File: src/rtl/msi_pkg.sv
//------------------------------------------------------------------------------
// Module      : msi_pkg
// Description : Shared definitions for the MSI interrupt sender: the state
//               encoding and the default values of the sender parameters.
// Revision    : 1.0 - initial release
//------------------------------------------------------------------------------
`default_nettype none

package msi_pkg;

  typedef enum logic [1:0] {
    IDLE    = 2'd0,
    ASSERT  = 2'd1,
    HOLDOFF = 2'd2
  } msi_state_e;

  localparam int unsigned HOLDOFF_CYCLES_DEFAULT = 1000;
  localparam int unsigned RDY_TIMEOUT_DEFAULT    = 4096;
  localparam logic [7:0]  MSI_VECTOR_DEFAULT     = 8'h00;

  function automatic int unsigned max_u(input int unsigned a, input int unsigned b);
    return (a > b) ? a : b;
  endfunction

endpackage

`default_nettype wire

File: src/rtl/msi_timer.sv
//------------------------------------------------------------------------------
// Module      : msi_timer
// Description : Loadable down-counter. Load has priority over decrement; the
//               count stops at zero.
// Ports       : clk, resetn (sync, active-low), load_i/load_val_i (load),
//               dec_i (decrement enable), value_o (count), done_o (count==0)
// Revision    : 1.0 - initial release
//------------------------------------------------------------------------------
`default_nettype none

module msi_timer #(
  parameter int unsigned WIDTH = 8
) (
  input  logic             clk,
  input  logic             resetn,
  input  logic             load_i,
  input  logic [WIDTH-1:0] load_val_i,
  input  logic             dec_i,
  output logic [WIDTH-1:0] value_o,
  output logic             done_o
);

  logic [WIDTH-1:0] value_q;
  logic [WIDTH-1:0] value_d;

  always_comb begin
    value_d = value_q;
    if (load_i) begin
      value_d = load_val_i;
    end else if (dec_i && (value_q != '0)) begin
      value_d = value_q - WIDTH'(1);
    end
  end

  always_ff @(posedge clk) begin
    if (!resetn) begin
      value_q <= '0;
    end else begin
      value_q <= value_d;
    end
  end

  assign value_o = value_q;
  assign done_o  = (value_q == '0);

endmodule

`default_nettype wire

File: src/rtl/msi_irq_sender.sv
//------------------------------------------------------------------------------
// Module      : msi_irq_sender
// Description : Turns a level interrupt request into MSI requests towards a
//               PCIe core. After each grant a holdoff period is enforced; a
//               request still pending afterwards is re-sent, since MSI is
//               edge-signalled. Requests are aborted if the enables drop or
//               the core does not grant within RDY_TIMEOUT cycles.
// Ports       : clk, resetn (sync, active-low)
//               irq_req            in  level interrupt pending
//               irq_ack            out one-cycle pulse per accepted MSI
//               msi_enable         in  MSI Enable from config space
//               bus_master_en      in  Bus Master Enable from Command reg
//               cfg_interrupt      out MSI request (registered)
//               cfg_interrupt_rdy  in  core grant
//               cfg_interrupt_di   out MSI vector (constant MSI_VECTOR)
//               msi_sent_count     out granted MSI count (wraps)
//               err_timeout        out sticky grant-timeout flag
// Revision    : 1.0 - initial release
//------------------------------------------------------------------------------
`default_nettype none

module msi_irq_sender
  import msi_pkg::*;
#(
  parameter int unsigned HOLDOFF_CYCLES = HOLDOFF_CYCLES_DEFAULT,
  parameter int unsigned RDY_TIMEOUT    = RDY_TIMEOUT_DEFAULT,
  parameter logic [7:0]  MSI_VECTOR     = MSI_VECTOR_DEFAULT
) (
  input  logic        clk,
  input  logic        resetn,
  input  logic        irq_req,
  output logic        irq_ack,
  input  logic        msi_enable,
  input  logic        bus_master_en,
  output logic        cfg_interrupt,
  input  logic        cfg_interrupt_rdy,
  output logic [7:0]  cfg_interrupt_di,
  output logic [31:0] msi_sent_count,
  output logic        err_timeout
);

  // Both timers share one width, sized for the larger load value.
  localparam int unsigned MAX_LOAD = max_u(HOLDOFF_CYCLES, RDY_TIMEOUT) - 1;
  localparam int unsigned TMR_W    = $clog2(MAX_LOAD) + 1;

  msi_state_e  state_q, state_d;
  logic        cfg_q, cfg_d;
  logic        ack_q, ack_d;
  logic [31:0] msi_sent_count_q, msi_sent_count_d;
  logic        err_q, err_d;

  logic             ho_load, to_load;
  logic             ho_done, to_done;
  logic [TMR_W-1:0] ho_value, to_value;
  logic             unused_timer_bits;
  logic             enables_ok;

  assign enables_ok = msi_enable && bus_master_en;

  msi_timer #(.WIDTH(TMR_W)) u_holdoff_timer (
    .clk        (clk),
    .resetn     (resetn),
    .load_i     (ho_load),
    .load_val_i (TMR_W'(HOLDOFF_CYCLES - 1)),
    .dec_i      (state_q == HOLDOFF),
    .value_o    (ho_value),
    .done_o     (ho_done)
  );

  msi_timer #(.WIDTH(TMR_W)) u_rdy_timer (
    .clk        (clk),
    .resetn     (resetn),
    .load_i     (to_load),
    .load_val_i (TMR_W'(RDY_TIMEOUT - 1)),
    .dec_i      (state_q == ASSERT),
    .value_o    (to_value),
    .done_o     (to_done)
  );

  // Only the done flags steer the FSM; the raw counts are not needed here.
  assign unused_timer_bits = ^{ho_value, to_value};

  always_comb begin
    state_d          = state_q;
    cfg_d            = 1'b0;
    ack_d            = 1'b0;
    msi_sent_count_d = msi_sent_count_q;
    err_d            = err_q;
    ho_load          = 1'b0;
    to_load          = 1'b0;
    case (state_q)
      IDLE: begin
        if (irq_req && enables_ok) begin
          state_d = ASSERT;
          cfg_d   = 1'b1;
          to_load = 1'b1;
        end
      end
      ASSERT: begin
        // A grant wins over any abort condition seen on the same cycle.
        if (cfg_interrupt_rdy) begin
          state_d          = HOLDOFF;
          ack_d            = 1'b1;
          msi_sent_count_d = msi_sent_count_q + 32'd1;
          ho_load          = 1'b1;
        end else if (!enables_ok || to_done) begin
          state_d = IDLE;
          err_d   = err_q | to_done;
        end else begin
          cfg_d = 1'b1;
        end
      end
      HOLDOFF: begin
        if (ho_done) begin
          state_d = IDLE;
        end
      end
      default: begin
        state_d = IDLE;
      end
    endcase
  end

  always_ff @(posedge clk) begin
    if (!resetn) begin
      state_q          <= IDLE;
      cfg_q            <= 1'b0;
      ack_q            <= 1'b0;
      msi_sent_count_q <= 32'd0;
      err_q            <= 1'b0;
    end else begin
      state_q          <= state_d;
      cfg_q            <= cfg_d;
      ack_q            <= ack_d;
      msi_sent_count_q <= msi_sent_count_d;
      err_q            <= err_d;
    end
  end

  assign cfg_interrupt    = cfg_q;
  assign irq_ack          = ack_q;
  assign msi_sent_count   = msi_sent_count_q;
  assign err_timeout      = err_q;
  assign cfg_interrupt_di = MSI_VECTOR;

endmodule

`default_nettype wire

File: config.mk
export PLATFORM = sky130hd
export DESIGN_NAME = msi_irq_sender
export DESIGN_NICKNAME = d
export VERILOG_FILES = /design/src/rtl/msi_pkg.sv /design/src/rtl/msi_timer.sv /design/src/rtl/msi_irq_sender.sv
export SDC_FILE = /design/constraint.sdc
export NUM_CORES = 1
export LEC_CHECK = 0
export CORE_ASPECT_RATIO = 1.4
export CORE_MARGIN = 5
export CORE_UTILIZATION = 40
export CTS_CLUSTER_SIZE = 24
export DETAILED_ROUTE_END_ITERATION = 10
export PLACE_DENSITY = 0.61
export RECOVER_POWER = 25
export SYNTH_ARGS = -nofsm -noshare
export SYNTH_HDL_FRONTEND = slang
export SYNTH_HIERARCHICAL = 1
export SYNTH_SLANG_ARGS = --single-unit
File: constraint.sdc
create_clock -name clk -period 2.05 [get_ports clk]
set_clock_uncertainty 0.05 [all_clocks]
set_input_delay 0.5125 -clock clk [delete_from_list [all_inputs] [get_ports clk]]
set_output_delay 0.5125 -clock clk [all_outputs]
set_load 0.02 [all_outputs]
==> Word-level counts from Yosys, hierarchy flattened <==
Index checks and enable logic that the tools add are counted.
{ "word_totals": {"output_inout_bits": 43, "input_bits": 6, "ff_bits": 63, "word_cells": 54} }
{ "classes": {"add_sub_neg": 3, "bitwise": 3, "n_reduce_logical": 18, "muxes": 16, "eq_ne": 5} }
{ "op_table": {"columns": ["cell", "n"], "rows": [
  ["adder 32 x 1 -> 32 bit, second input constant", 1],
  ["logical NOT 13 bit", 2],
  ["nonzero test 13 bit", 2],
  ["subtractor 13 x 1 -> 13 bit, second input constant", 2],
  ["2-to-1 mux 12 bit", 2],
  ["2-to-1 mux 10 bit", 2],
  ["2-to-1 mux 2 bit", 4],
  ["2-to-1 mux 1 bit", 6],
  ["one-hot mux 2 bit (3 select lines)", 1],
  ["AND reduction 3 bit", 2],
  ["logical AND 1 bit", 4],
  ["!= test 2 bit, second input constant", 2],
  ["nonzero test 2 bit", 2],
  ["OR reduction 2 bit", 2],
  ["!= test 3 bit, second input constant", 1],
  ["equality test 2 x 1 -> 1 bit, second input constant", 1],
  ["equality test 2 bit, second input constant", 1],
  ["logical NOT 2 bit", 1],
  ["inverter 1 bit", 2],
  ["one-hot mux 1 bit (2 select lines)", 1],
  ["AND reduction 2 bit", 1],
  ["logical NOT 1 bit", 1],
  ["logical OR 1 bit", 1],
  ["OR 1 bit", 1]
]} }

==> Depth between registers and ports, before layout <==
{ "depth": {"word_depth": 6, "mapped_depth": 7} }

==> Cells and area by module <==
Netlist, hierarchy kept.
{ "by_module_without_submodules": {"columns": ["mod", "instances", "seq_area_each_um2", "cells_per_inst", "area_each_um2"], "rows": [
  ["msi_irq_sender", 1, 740.7, 208, 1779.2],
  ["msi_timer", 2, 260.2, 102, 857.1]
]} }

==> Worst setup path before layout <==
Ideal clock, no wire load.
{ "synth_timing": {"path_kind": "register to register", "startpoint": "reg msi_sent_count_q[0], in the netlist msi_sent_count[0]", "endpoint": "reg msi_sent_count_q[16], in the netlist msi_sent_count[16]", "stages_incl_launch_ff": 7, "slack_ps": 51, "n_path_buf": 1, "t_arrival_ps": 1878, "setup_time_ps": 70, "synth_period_minus_slack_ps": 1999, "path_cell_list": "dfxtp_1 > ha_1 > nand3_1 > or4_4 > buf_6 > or3_1 > a21oi_1"} }
{ "synth_via": {"elab_chain_len": 1} }
{ "synth_lines": {"columns": ["element", "line_no", "text"], "rows": [
  ["start, declared", "msi_irq_sender.sv:49", "logic [31:0] msi_sent_count_q, msi_sent_count_d;"],
  ["start signal, assigned", "msi_irq_sender.sv:135", "msi_sent_count_q <= msi_sent_count_d;"],
  ["adder 32 x 1 -> 32 bit", "msi_irq_sender.sv:104", "msi_sent_count_d = msi_sent_count_q + 32'd1;"]
]} }
Every way passes these cells.
A chain may end at the register's enable or synchronous reset.

==> Worst setup path after layout <==
{ "layout_timing": {"startpoint": "reg msi_sent_count_q[22], in the netlist msi_sent_count[22]", "endpoint": "out msi_sent_count[22]"} }
{ "layout_rtl": {"columns": ["element", "line_no", "text"], "rows": [
  ["end, declared", "msi_irq_sender.sv:38", "output logic [31:0] msi_sent_count,"]
]} }
No word-level cell between the ends.

==> impl_metrics.env <==
export IMPL_syn_cell_area_sq_mm=0.00349
export IMPL_insertion_delay_ns=0.33
export IMPL_final_cell_mix="62 x dfxtp_1, 52 x buf_4, 37 x o21ai_0"
export IMPL_grt_first_pass_wirelength_um=15400
export IMPL_port_buffers=40
export IMPL_dp_hpwl_um=6470
export IMPL_hold_ws_ns=0.432
export IMPL_fin_nets=536
export IMPL_slowest_delay_ns=0.66
export IMPL_fin_ws_ns=0.0390
export IMPL_critPathKind="reg2out"
export IMPL_core_sq_mm=0.00856
export IMPL_gp_congestion=0.827
export IMPL_yosysSeqAreaShare_pct=36.1
export IMPL_hold_viol=0
export IMPL_yosysTopAreaCellShare_pct=36.1
export IMPL_arrival_ns=1.45
export IMPL_grt_overflow=0
export IMPL_ir_drop_mv=0.446
export IMPL_ios=49
export IMPL_cts_root_buf="clkbuf_16"
export IMPL_grt_usage_pct=18.1
export IMPL_status="completed"
export IMPL_clk_path_buf_depth=2
export IMPL_synthCells=412
export IMPL_grt_pass1_vias=3265
export IMPL_die_w_um=89.0
export IMPL_cp_top_family="buffers and inverters"
export IMPL_wl_per_cell_um=14.2
export IMPL_power_density_mw_per_mm2=675
export IMPL_start_kind="flop"
export IMPL_max_slew_worst_pin_slew_ns=0.540
export IMPL_end_kind="primary output"
export IMPL_drt_iter0_markers=87
export IMPL_rows=40
export IMPL_slew_viol_final=0
export IMPL_power_w=0.00319
export IMPL_syn_to_final_growth_pct=35.3
export IMPL_diodes=0
export IMPL_yosysWarnings=6
export IMPL_clkSinkCount=63
export IMPL_setup_viol=0
export IMPL_async_flop_share_pct=0
export IMPL_finalCritPeriodShare_pct=98.1
export IMPL_clk_pin_slew_ns=0.05
export IMPL_slew_limit_headroom_pct=63.7
export IMPL_syn_avg_cell_area_sq_um=8.48
export IMPL_grt_start_max_net_pins=22
export IMPL_h_tree_depth=3
export IMPL_route_detailed_drc=0
export IMPL_grt_setup_unrepaired="false"
export IMPL_die_area_sq_mm=0.0107
export IMPL_drtPass1Iterations=4
export IMPL_drv_cap=0
export IMPL_drive_above_1_share_pct=17.2
export IMPL_wl_um=9020
export IMPL_synth_largest_area_cell="dfxtp_1"
export IMPL_path_cells="clkdlybuf4s50_1"
export IMPL_synth_flop_cell="dfxtp_1"
export IMPL_dp_slack_ns=-0.470
export IMPL_dr_total_vias=3460
export IMPL_start_util_pct=40.8
export IMPL_post_synth_num_cell_types=48
export IMPL_cts_buffers=9
export IMPL_critPathBufInv=1
export IMPL_die_h_um=121
export IMPL_hold_buffers=0
export IMPL_grt_antenna_before_repair=0
export IMPL_fillers=773
export IMPL_slowest_stage="clkdlybuf4s50_1"
export IMPL_ys_ff_latch=63
export IMPL_vias_per_cell=5.45
export IMPL_ys_top_cells_by_area="dfxtp_1 36%, o21ai_0 5.3%, a21oi_1 5.2%, o31ai_1 4.1%, or4_1 4.1%"
export IMPL_cts_tree="yes"
export IMPL_layout_commonest_cell="dfxtp_1"
export IMPL_synth_edf_count=0
export IMPL_min_period_ns=2.01
export IMPL_hp_class="reg2reg"
export IMPL_p_leak_nw=1.70
export IMPL_max_clock_freq_mhz=497
export IMPL_critPathRequiredTime_ns=1.49
export IMPL_ant_nets=0
export IMPL_worst_path_max_fanout=7
-- synthesized netlist by cell type, types with 2 or more instances --
cell	instances
nor3_1	6
xor2_1	5
nand3_1	15
and4_1	4
nor3b_1	2
nor2_1	20
nor3_2	2
o31ai_4	2
xnor2_1	15
o31a_1	2
nand4_1	12
or3_1	15
conb_1	2
nor4_1	14
ha_1	5
o21ai_1	2
o211ai_1	2
a21oi_1	36
nand4bb_1	2
a31oi_1	9
a211oi_2	2
nor4b_1	5
or2_2	2
or4_4	4
nand2_1	18
and3_1	3
a211oi_1	4
or4_1	19
o21ai_0	37
o21a_1	2
dfxtp_1	63
nand2b_1	4
clkbuf_1	15
mux2i_1	2
or4b_1	4
o31ai_1	19
a2111oi_2	2
buf_4	8
inv_1	14
buf_6	5
-- sequential cells by signal, summed over array words and instances (netlist names) --
signal,cells
state_q,2
msi_sent_count,32
irq_ack,1
err_timeout,1
u_holdoff_timer/value_o,13
u_rdy_timer/value_o,13
cfg_interrupt,1
-- kinds of logic (layout without fill, tap and decap cells) --
logic type / Yosys count / after routing / synth area share (%)
AO/OA/AOI/OAI: 119 / 119 / 21.5
XOR/XNOR: 20 / 20 / 5.01
adder cells (fa/ha/maj): 5 / 5 / 1.79
buffers and inverters: 44 / 128 / 6.70
flip-flops: 63 / 63 / 36.1
multiplexers: 2 / 2 / 0.573
other: 2 / 34 / 0.215
AND/OR/NAND/NOR: 157 / 159 / 28.2
-- per-stage QoR --
step / area (sq um) / cells / setup TNS, ns / util, %
final: 4730 / 635 / 0 / 55.2
after global placement: 4400 / 616 / -8.24 / 51.4
after CTS: 4720 / 635 / 0 / 55.1
after detailed placement: 4400 / 616 / -9.75 / 51.4
after floorplan: 3610 / 444 / 0 / -
after global routing: 4730 / 635 / 0 / 55.2
-- layout make-up --
cell class	instances	area [sq um]	area share, %
repair buffers	97	821	17.4
well taps	105	131	2.78
multi-input cells	339	2160	45.8
clock buffers	12	246	5.22
clock inverters	4	45.0	0.953
inverters	15	56.3	1.19
flip-flops and latches	63	1260	26.7
-- layer usage --
layer | GRT usage [%] | part of all wire, % | up-vias
li1 | - | - | 1759
met5 | 0 | 0 | -
met3 | 4.36 | 4.9 | 14
met2 | 31.2 | 52 | 68
met1 | 21.4 | 41 | 1619
met4 | 6.15 | 2.0 | 0
-- timing repair --
action / CTS / global route
pin swaps: 2 / 0
resized for setup: 2 / 8
endpoints found under the setup margin: 16 / 19
buffers inserted: 1 / 0
cloned: 2 / 0
-- where the power goes --
part | switching, W | internal (W)
Combinational | 0.000223 | 0.000169
Clock | 0.000541 | 0.000968
Sequential | 0.0000324 | 0.00125
-- final timing paths --
path / startpoint / to / slack [ns] / cells past startpoint
worst max-delay path: msi_sent_count[22]$_SDFFE_PN0P_ / msi_sent_count[22] / 0.04 / 1
worst min-delay path: msi_sent_count[31]$_SDFFE_PN0P_ / msi_sent_count[31]$_SDFFE_PN0P_ / 0.43 / 2
worst max register to register: msi_sent_count[14]$_SDFFE_PN0P_ / msi_sent_count[20]$_SDFFE_PN0P_ / 0.11 / 4
worst min register to register: msi_sent_count[31]$_SDFFE_PN0P_ / msi_sent_count[31]$_SDFFE_PN0P_ / 0.43 / 2
(Power assumes the default switching activity.)
